$ cat config.mk
export PLATFORM = sky130hd
export DESIGN_NAME = lcd_hd44780_driver
export DESIGN_NICKNAME = d
export VERILOG_FILES = /design/src/rtl/lcd_hd44780_driver.sv
export SDC_FILE = /design/constraint.sdc
export NUM_CORES = 1
export LEC_CHECK = 0
export ABC_AREA = 1
export CORE_MARGIN = 2
export CORE_UTILIZATION = 58
export CTS_CLUSTER_DIAMETER = 80
export CTS_CLUSTER_SIZE = 28
export DETAILED_ROUTE_END_ITERATION = 7
export PLACE_DENSITY = 0.87
export SLEW_MARGIN = 20
export SYNTH_ARGS = -nofsm -noshare
export SYNTH_HDL_FRONTEND = slang
export SYNTH_SLANG_ARGS = --single-unit
$ cat constraint.sdc
create_clock -name clk_i -period 2.2 [get_ports clk_i]
set_input_delay 0.44 -clock clk_i [delete_from_list [all_inputs] [get_ports clk_i]]
set_output_delay 0.44 -clock clk_i [all_outputs]
set_load 0.02 [all_outputs]
$ cat src/rtl/lcd_hd44780_driver.sv
`default_nettype none
// ============================================================================
// Module  : lcd_hd44780_driver
// Brief   : Timed HD44780 write driver; runs power-up init, then one byte per
//           valid/ready handshake with setup / enable / hold / execute timing.
// Revision: 1.0
// ============================================================================
module lcd_hd44780_driver #(
  parameter int T_SETUP = 2,
  parameter int T_EN    = 12,
  parameter int T_HOLD  = 2,
  parameter int T_CMD   = 1850,
  parameter int T_CLR   = 76000,
  parameter int T_PWRUP = 2000000,
  parameter int T_INIT1 = 205000,
  parameter int T_INIT2 = 5000
) (
  input  logic       clk_i,
  input  logic       rst_i,
  input  logic       wr_valid_i,
  output logic       wr_ready_o,
  input  logic       wr_rs_i,
  input  logic [7:0] wr_data_i,
  output logic       init_done_o,
  output logic       busy_o,
  output logic [7:0] lcd_data_o,
  output logic       lcd_rs_o,
  output logic       lcd_rw_o,
  output logic       lcd_en_o,
  output logic       lcd_on_o
);

  function automatic int max2(input int a, input int b);
    return (a > b) ? a : b;
  endfunction

  localparam int c_MAX_T = max2(max2(max2(T_SETUP, T_EN), max2(T_HOLD, T_CMD)),
                                max2(max2(T_CLR, T_PWRUP), max2(T_INIT1, T_INIT2)));
  localparam int c_CNT_W = $clog2(c_MAX_T + 1);

  localparam logic [c_CNT_W-1:0] c_SETUP_M1 = c_CNT_W'(T_SETUP - 1);
  localparam logic [c_CNT_W-1:0] c_EN_M1    = c_CNT_W'(T_EN - 1);
  localparam logic [c_CNT_W-1:0] c_HOLD_M1  = c_CNT_W'(T_HOLD - 1);
  localparam logic [c_CNT_W-1:0] c_CMD_M1   = c_CNT_W'(T_CMD - 1);
  localparam logic [c_CNT_W-1:0] c_CLR_M1   = c_CNT_W'(T_CLR - 1);
  localparam logic [c_CNT_W-1:0] c_PWRUP_M1 = c_CNT_W'(T_PWRUP - 1);
  localparam logic [c_CNT_W-1:0] c_INIT1_M1 = c_CNT_W'(T_INIT1 - 1);
  localparam logic [c_CNT_W-1:0] c_INIT2_M1 = c_CNT_W'(T_INIT2 - 1);

  typedef enum logic [2:0] {
    S_PWRUP     = 3'd0,
    S_LOAD_INIT = 3'd1,
    S_IDLE      = 3'd2,
    S_SETUP     = 3'd3,
    S_PULSE     = 3'd4,
    S_HOLD      = 3'd5,
    S_EXEC      = 3'd6
  } state_t;

  function automatic logic [7:0] init_byte(input logic [2:0] idx);
    case (idx)
      3'd0, 3'd1, 3'd2: init_byte = 8'h30;
      3'd3:             init_byte = 8'h38;
      3'd4:             init_byte = 8'h08;
      3'd5:             init_byte = 8'h01;
      3'd6:             init_byte = 8'h06;
      default:          init_byte = 8'h0C;
    endcase
  endfunction

  function automatic logic [c_CNT_W-1:0] init_wait_m1(input logic [2:0] idx);
    case (idx)
      3'd0:    init_wait_m1 = c_INIT1_M1;
      3'd1:    init_wait_m1 = c_INIT2_M1;
      3'd5:    init_wait_m1 = c_CLR_M1;
      default: init_wait_m1 = c_CMD_M1;
    endcase
  endfunction

  state_t               r_state;
  logic [c_CNT_W-1:0]   r_cnt;
  logic [c_CNT_W-1:0]   r_wait_m1;
  logic [2:0]           r_idx;
  logic                 r_ready;
  logic                 r_init_done;
  logic [7:0]           r_data;
  logic                 r_rs;
  logic                 r_en;
  logic                 r_on;
  logic [c_CNT_W-1:0]   w_limit;
  logic                 w_hit;
  logic                 w_clr_cmd;

  always_comb begin
    w_limit = '0;
    case (r_state)
      S_PWRUP: w_limit = c_PWRUP_M1;
      S_SETUP: w_limit = c_SETUP_M1;
      S_PULSE: w_limit = c_EN_M1;
      S_HOLD:  w_limit = c_HOLD_M1;
      S_EXEC:  w_limit = r_wait_m1;
      default: w_limit = '0;
    endcase
  end

  assign w_hit     = (r_cnt == w_limit);
  // Clear (0x01) and return-home (0x02/0x03) need the long execution wait
  assign w_clr_cmd = !wr_rs_i && ((wr_data_i == 8'h01) || (wr_data_i[7:1] == 7'b0000001));

  always_ff @(posedge clk_i) begin
    if (rst_i) begin
      r_state     <= S_PWRUP;
      r_cnt       <= '0;
      r_wait_m1   <= '0;
      r_idx       <= 3'd0;
      r_ready     <= 1'b0;
      r_init_done <= 1'b0;
      r_data      <= 8'h00;
      r_rs        <= 1'b0;
      r_en        <= 1'b0;
      r_on        <= 1'b0;
    end else begin
      r_on <= 1'b1;
      case (r_state)
        S_PWRUP: begin
          if (w_hit) begin
            r_cnt   <= '0;
            r_state <= S_LOAD_INIT;
          end else begin
            r_cnt <= r_cnt + c_CNT_W'(1);
          end
        end
        S_LOAD_INIT: begin
          r_rs      <= 1'b0;
          r_data    <= init_byte(r_idx);
          r_wait_m1 <= init_wait_m1(r_idx);
          r_cnt     <= '0;
          r_state   <= S_SETUP;
        end
        S_IDLE: begin
          if (wr_valid_i && r_ready) begin
            r_rs      <= wr_rs_i;
            r_data    <= wr_data_i;
            r_wait_m1 <= w_clr_cmd ? c_CLR_M1 : c_CMD_M1;
            r_ready   <= 1'b0;
            r_cnt     <= '0;
            r_state   <= S_SETUP;
          end
        end
        S_SETUP: begin
          if (w_hit) begin
            r_cnt   <= '0;
            r_en    <= 1'b1;
            r_state <= S_PULSE;
          end else begin
            r_cnt <= r_cnt + c_CNT_W'(1);
          end
        end
        S_PULSE: begin
          if (w_hit) begin
            r_cnt   <= '0;
            r_en    <= 1'b0;
            r_state <= S_HOLD;
          end else begin
            r_cnt <= r_cnt + c_CNT_W'(1);
          end
        end
        S_HOLD: begin
          if (w_hit) begin
            r_cnt   <= '0;
            r_state <= S_EXEC;
          end else begin
            r_cnt <= r_cnt + c_CNT_W'(1);
          end
        end
        S_EXEC: begin
          if (w_hit) begin
            r_cnt <= '0;
            if (!r_init_done && (r_idx != 3'd7)) begin
              r_idx   <= r_idx + 3'd1;
              r_state <= S_LOAD_INIT;
            end else begin
              r_init_done <= 1'b1;
              r_ready     <= 1'b1;
              r_state     <= S_IDLE;
            end
          end else begin
            r_cnt <= r_cnt + c_CNT_W'(1);
          end
        end
        default: begin
          r_state <= S_PWRUP;
          r_cnt   <= '0;
        end
      endcase
    end
  end

  assign wr_ready_o  = r_ready;
  assign busy_o      = ~r_ready;
  assign init_done_o = r_init_done;
  assign lcd_data_o  = r_data;
  assign lcd_rs_o    = r_rs;
  assign lcd_rw_o    = 1'b0;
  assign lcd_en_o    = r_en;
  assign lcd_on_o    = r_on;

endmodule
`default_nettype wire

==> results of run 1 <==
-- state kept, by name, summed over array words and instances, names as in the netlist --
name / flops
lcd_on_o: 1
lcd_rs_o: 1
r_cnt: 21
r_idx: 3
init_done_o: 1
r_state: 3
wr_ready_o: 1
r_wait_m1: 9
lcd_data_o: 8
lcd_en_o: 1
-- layout by cell type, fill, tap and decap left out, drive strengths merged --
cell and n:
nand2 128, nor2 64, dfxtp 49, inv 48, a21oi 42, nand3 41, clkdlybuf4s50 25, buf 21
xor2 16, o21ai 16, nand4 14, nor3 13, ha 7, nand3b 6, clkbuf 5, xnor2 2
a31oi 2, o21a 2, clkinvlp 2, nor4 2, nand2b 1, o2111ai 1, o211ai 1, conb 1
-- metal layers --
metal / routed length (um) / global-route usage (%) / vias to the layer above / share of wire, %
met5: 0 / 0 / - / 0
met4: 368 / 15.0 / 0 / 4.2
met3: 741 / 5.00 / 51 / 8.5
met2: 4170 / 48.2 / 217 / 48
met1: 3410 / 32.3 / 1515 / 39
li1: - / - / 1598 / -
-- worst max-delay path, cell delays in order (launching register included) --
cell and delay [ns]:
dfxtp_2 0.35, buf_4 0.17, nor2_4 0.18, nand2_4 0.13, nand2_2 0.08, nand3b_1 0.12
nor2_1 0.16, nand3b_1 0.12, buf_4 0.15, nor3_2 0.22, nand3_4 0.19, nand3b_1 0.13
a21oi_1 0.06
-- final timing paths --
kind,slack [ns],to,from
setup / recovery,0.01,r_cnt[9],r_state[1]
hold / removal,0.47,lcd_data_o[7],lcd_data_o[7]
setup reg to reg,0.01,r_cnt[9],r_state[1]
hold reg to reg,0.47,lcd_data_o[7],lcd_data_o[7]
-- where the power goes --
group          total (W)  switching (W)  internal (W)
Clock           0.000574       0.000342      0.000232
Combinational    0.00242        0.00157      0.000850
Sequential       0.00115       0.000124       0.00102
Total            0.00414        0.00204       0.00211
-- per-stage QoR --
stage | utilization (%) | std cells
5_1_grt | 71.5 | 579
3_5_place_dp | 67.2 | 565
3_3_place_gp | 67.2 | 565
2_1_floorplan | - | 472
4_1_cts | 69.0 | 573
6_report | 71.5 | 579
-- cell families (layout without fill, tap and decap cells) --
logic type | count (synthesis) | in the layout | share of synthesized area, %
DFF | 49 | 49 | 31.3
buffers and inverters | 64 | 101 | 9.11
and+or+nand+nor | 269 | 269 | 40.8
other | 1 | 1 | 0.120
xor gates and xnor gates | 18 | 18 | 5.04
adders and majority gates | 7 | 7 | 2.80
AOI/OAI and AO/OA | 64 | 64 | 10.8
-- what timing repair did --
item	in CTS	in global routing
setup buffers	0	6
gates resized for setup	1	20
pin swaps	0	15
setup endpoints to repair	3	28
-- area by class of cell --
class / instances / area, um^2 / share of cell area (%)
Timing Repair Buffer: 46 / 408 / 11.0
Inverter: 47 / 179 / 4.84
Clock inverter: 3 / 26.3 / 0.711
Sequential cell: 49 / 986 / 26.7
Clock buffer: 5 / 68.8 / 1.86
Multi-Input combinational cell: 359 / 1940 / 52.5
Tap cell: 70 / 87.6 / 2.37
==> impl_metrics.ini, run 1 <==
[global_routing]
grt_use_total_pct = 27.8
first_global_vias = 3017
grt_max_degree = 23
gr-total-overflow = 0
grt_pass1_wl_um = 13400
antenna_found_initial = 0

[layout]
finalInstanceArea_um2 = 3700
drive_above_1_share_pct = 15.3
n_fill_cell = 426
n_antenna_cell = 0
synthToLayoutAreaGrowth_pct = 18.1
nNetsFinal = 527

[power_and_ir_drop]
peakVddDrop_mv = 0.683
power_density_nw_per_um2 = 1120
power_w = 0.00414
p_leak_nw = 1.54

[sta]
clock-skew-final_ns = 0.00685
fin_crit_ns = 2.19
fin_ws_ns = 0.0111
setup_viol = 0
drv_slew = 0
finalHoldViolations = 0
fmax_mhz = 457
tightest_slew_ns = 0.606
slew_headroom_pct = 59.6
min_period_over_period_pct = 99.5
tns_ns = 0
hold_slack_ns = 0.466

[placement]
placed_cell_area_um2 = 3470
dp_hpwl_um = 6110
dp_slack_ns = -0.0706
gp_routability_congestion = 0.926
numPortBuffers = 25

[logic_synthesis]
synth.top_cells.by_count = 119 x nand2_1, 49 x dfxtp_1, 49 x nor2_1, 42 x inv_1, 41 x a21oi_1
syn_inst = 472
syn_area_um2 = 3130
synth_area_leader_cell = dfxtp_1
yosysWarnings = 0
synthFlopType = dfxtp_1
synth_cell_types = 36
ys_seq_elements = 49
synth_seq_area_share_pct = 31.3
syn_area_per_cell_um2 = 6.63
yosysTopAreaCellShare_pct = 31.3
yosys.cell_count.top_type = nand2_1
syn_nets = 491
synth-edff-count = 0
async_flop_share_pct = 0
synth_area_leaders = dfxtp_1 31%, nand2_1 14%, a21oi_1 6.6%

[setup_path]
cp-end-kind = flop
cp_max_fo = 10
criticalPathCategory = flop to flop
r2r_cells = 12
worstSetupStartpointType = flop
required_ns = 2.41
arrival_ns = 2.39

[routing]
drt_iter0_markers = 341
wl_per_cell_um = 15.0
drcViolationCount = 0
ant_nets = 0
viasPerCell = 5.84
finalWirelength_um = 8690
via_count = 3381
first_pass_iters = 7

[min_path]
min_path_cells = 2
hold_path_class = flop to flop

[cts]
clk_pin_slew_worst_paths_ns = 0.10
cts_buffers = 5
clk_latency_ns = 0.32
cts.sinks = 49
cts_tree = yes
cts-hold-fix-buffers = 0
cts_root_buf = clkbuf_8
htree_levels = 2
cts_buffer_depth = 2

[floorplanning]
rows = 26
die_x_um = 77.5
start_util_pct = 60.5
core_area_um2 = 5170
die_area_um2 = 6000
io_pins = 27
die_h_um = 77.5

[run]
drv_cap = 0

[status]
outcome = finished clean
(Power assumes the default switching activity.)
==> inputs of run 2 (changes only) <==
--- a/config.mk
+++ b/config.mk
@@ -11,7 +11,7 @@
 export CTS_CLUSTER_DIAMETER = 80
 export CTS_CLUSTER_SIZE = 28
 export DETAILED_ROUTE_END_ITERATION = 7
-export PLACE_DENSITY = 0.87
+export PLACE_DENSITY = 0.8
 export SLEW_MARGIN = 20
 export SYNTH_ARGS = -nofsm -noshare
 export SYNTH_HDL_FRONTEND = slang
==> run 2 against run 1 <==
Wire length is 9.1% lower. Clock skew about the same. Fmax grew 7.6%. Cell count shrank 0.69%. Utilization down 1.7 points. Flip-flop and latch count unchanged. Highest routed layer unchanged.
==> impl_metrics.ini, run 2 (synthesized netlist as in run 1, its figures left out) <==
[status]
outcome = finished clean

[cts]
htree_levels = 2
cts_tree = yes
cts_root_buf = clkbuf_8
cts_buffer_depth = 2
clk_latency_ns = 0.31
cts_buffers = 5
clk_pin_slew_worst_paths_ns = 0.10
cts.sinks = 49
cts-hold-fix-buffers = 0
cts_setup_buffers = 0

[routing]
route.met3.wl_um = 399
first_pass_iters = 4
ant_nets = 0
via_count = 3114
wl_met1_um = 3490
viasPerCell = 5.42
met2_length_um = 3810
drt_iter0_markers = 143
wl_per_cell_um = 13.7
drcViolationCount = 0
finalWirelength_um = 7900
top_layer = met4

[run]
drv_cap = 0

[floorplanning]
core_area_um2 = 5170
die_x_um = 77.5
die_area_um2 = 6000
die_h_um = 77.5
start_util_pct = 60.5
rows = 26
io_pins = 27

[setup_path]
cp-end-kind = flop
required_ns = 2.43
criticalPathCategory = flop to flop
arrival_ns = 2.26
cp_max_fo = 11
worstSetupStartpointType = flop

[layout]
largest_reg_flops = 21
final_common_cell = nand2_1
seq_area_um2 = 987
n_fill_cell = 469
finalInstanceArea_um2 = 3610
drive_above_1_share_pct = 12.9
final_cell_mix = 119 x nand2_1, 48 x nor2_1, 46 x dfxtp_1, 42 x inv_1, 41 x a21oi_1
synthToLayoutAreaGrowth_pct = 15.3
top_register = r_cnt
multi_input_area_um2 = 1890
n_antenna_cell = 0
nNetsFinal = 523

[sta]
fin_ws_ns = 0.165
clock-skew-final_ns = 0.00720
finalHoldViolations = 0
min_period_over_period_pct = 92.5
slew_headroom_pct = 59.3
setup_viol = 0
hold_slack_ns = 0.465
tns_ns = 0
tightest_slew_ns = 0.606
drv_slew = 0
fmax_mhz = 491
rsz0062_at_grt = false
fin_crit_ns = 2.04

[placement]
dp_hpwl_um = 6100
placed_cell_area_um2 = 3490
numPortBuffers = 25
gp_routability_congestion = 0.933
dp_slack_ns = 0.0583

[global_routing]
first_global_vias = 2887
gr-total-overflow = 0
grt_pass1_wl_um = 13300
grt_max_degree = 23
grt_use_total_pct = 27.4
antenna_found_initial = 0

[min_path]
hold_path_class = flop to flop

[power_and_ir_drop]
p_leak_nw = 1.51
power_density_nw_per_um2 = 1060
peakVddDrop_mv = 0.642
==> run 2: changes by cell type in the layout (fill, tap and decap cells not counted), moves of 2 or more <==
cell and change:
nor3_1 +2, buf_4 -4, nor2_1 +2, nand2_2 -2, nor2_4 -2, nand2_1 +3
nor3_2 -2
==> run 2: power by group <==
part | total (W) | switching [W] | internal, W
sequential | 0.00115 | 0.000129 | 0.00103
clock | 0.000547 | 0.000322 | 0.000225
combinational | 0.00214 | 0.00140 | 0.000744
total | 0.00384 | 0.00185 | 0.00199
==> run 2: stage by stage <==
stage	power (W)	util (%)	cells
floorplan	0.00270	-	472
global placement	0.00319	67.5	567
detailed placement	0.00323	67.5	567
CTS	0.00379	69.2	575
global route	0.00412	69.8	575
finish	0.00384	69.8	575
==> run 2: timing repair <==
item | 4_1_cts | 5_1_grt
gates resized for setup | 0 | 8
endpoints found under the setup margin | 0 | 26
hold endpoints to repair | 0 | 0
==> run 2: worst paths after layout <==
kind	from	endpoint	slack, ns	depth (start not counted)
max	r_state[0]	r_cnt[0]	0.16	14
min	lcd_data_o[6]	lcd_data_o[6]	0.47	2
max reg2reg	r_state[0]	r_cnt[0]	0.16	14
min reg2reg	lcd_data_o[6]	lcd_data_o[6]	0.47	2
==> run 2: layout make-up <==
cell class / count / area share (%)
Inverter: 47 / 4.96
Clock buffer: 6 / 2.01
Timing Repair Buffer: 42 / 10.5
Clock inverter: 2 / 0.416
Sequential cell: 49 / 27.4
Tap cell: 70 / 2.43
Multi-Input combinational cell: 359 / 52.4
==> run 2: layer usage <==
layer | vias up | track usage (%)
met2 | 88 | 47.6
met1 | 1417 | 33.6
met3 | 18 | 4.53
met5 | - | 0
met4 | 0 | 11.4
li1 | 1591 | -
==> run 2: worst max-delay path, cell delays in order (launching register included) <==
cell     delay (ns)
dfxtp_2        0.38
buf_4          0.17
buf_4          0.13
nand3_1        0.13
nand2_1        0.09
inv_1          0.06
nand2_2        0.10
nand3_1        0.09
nand2_1        0.07
nor2_1         0.05
nand4_2        0.15
nand2_4        0.09
nand2_4        0.10
nand2_8        0.10
a21oi_1        0.23
==> inputs of run 3 (changes only) <==
--- a/config.mk
+++ b/config.mk
@@ -6,6 +6,7 @@
 export NUM_CORES = 1
 export LEC_CHECK = 0
 export ABC_AREA = 1
+export CAP_MARGIN = 0
 export CORE_MARGIN = 2
 export CORE_UTILIZATION = 58
 export CTS_CLUSTER_DIAMETER = 80
==> results of run 3 <==
No change in the layout: final DEF, timing and power equal those of run 2.
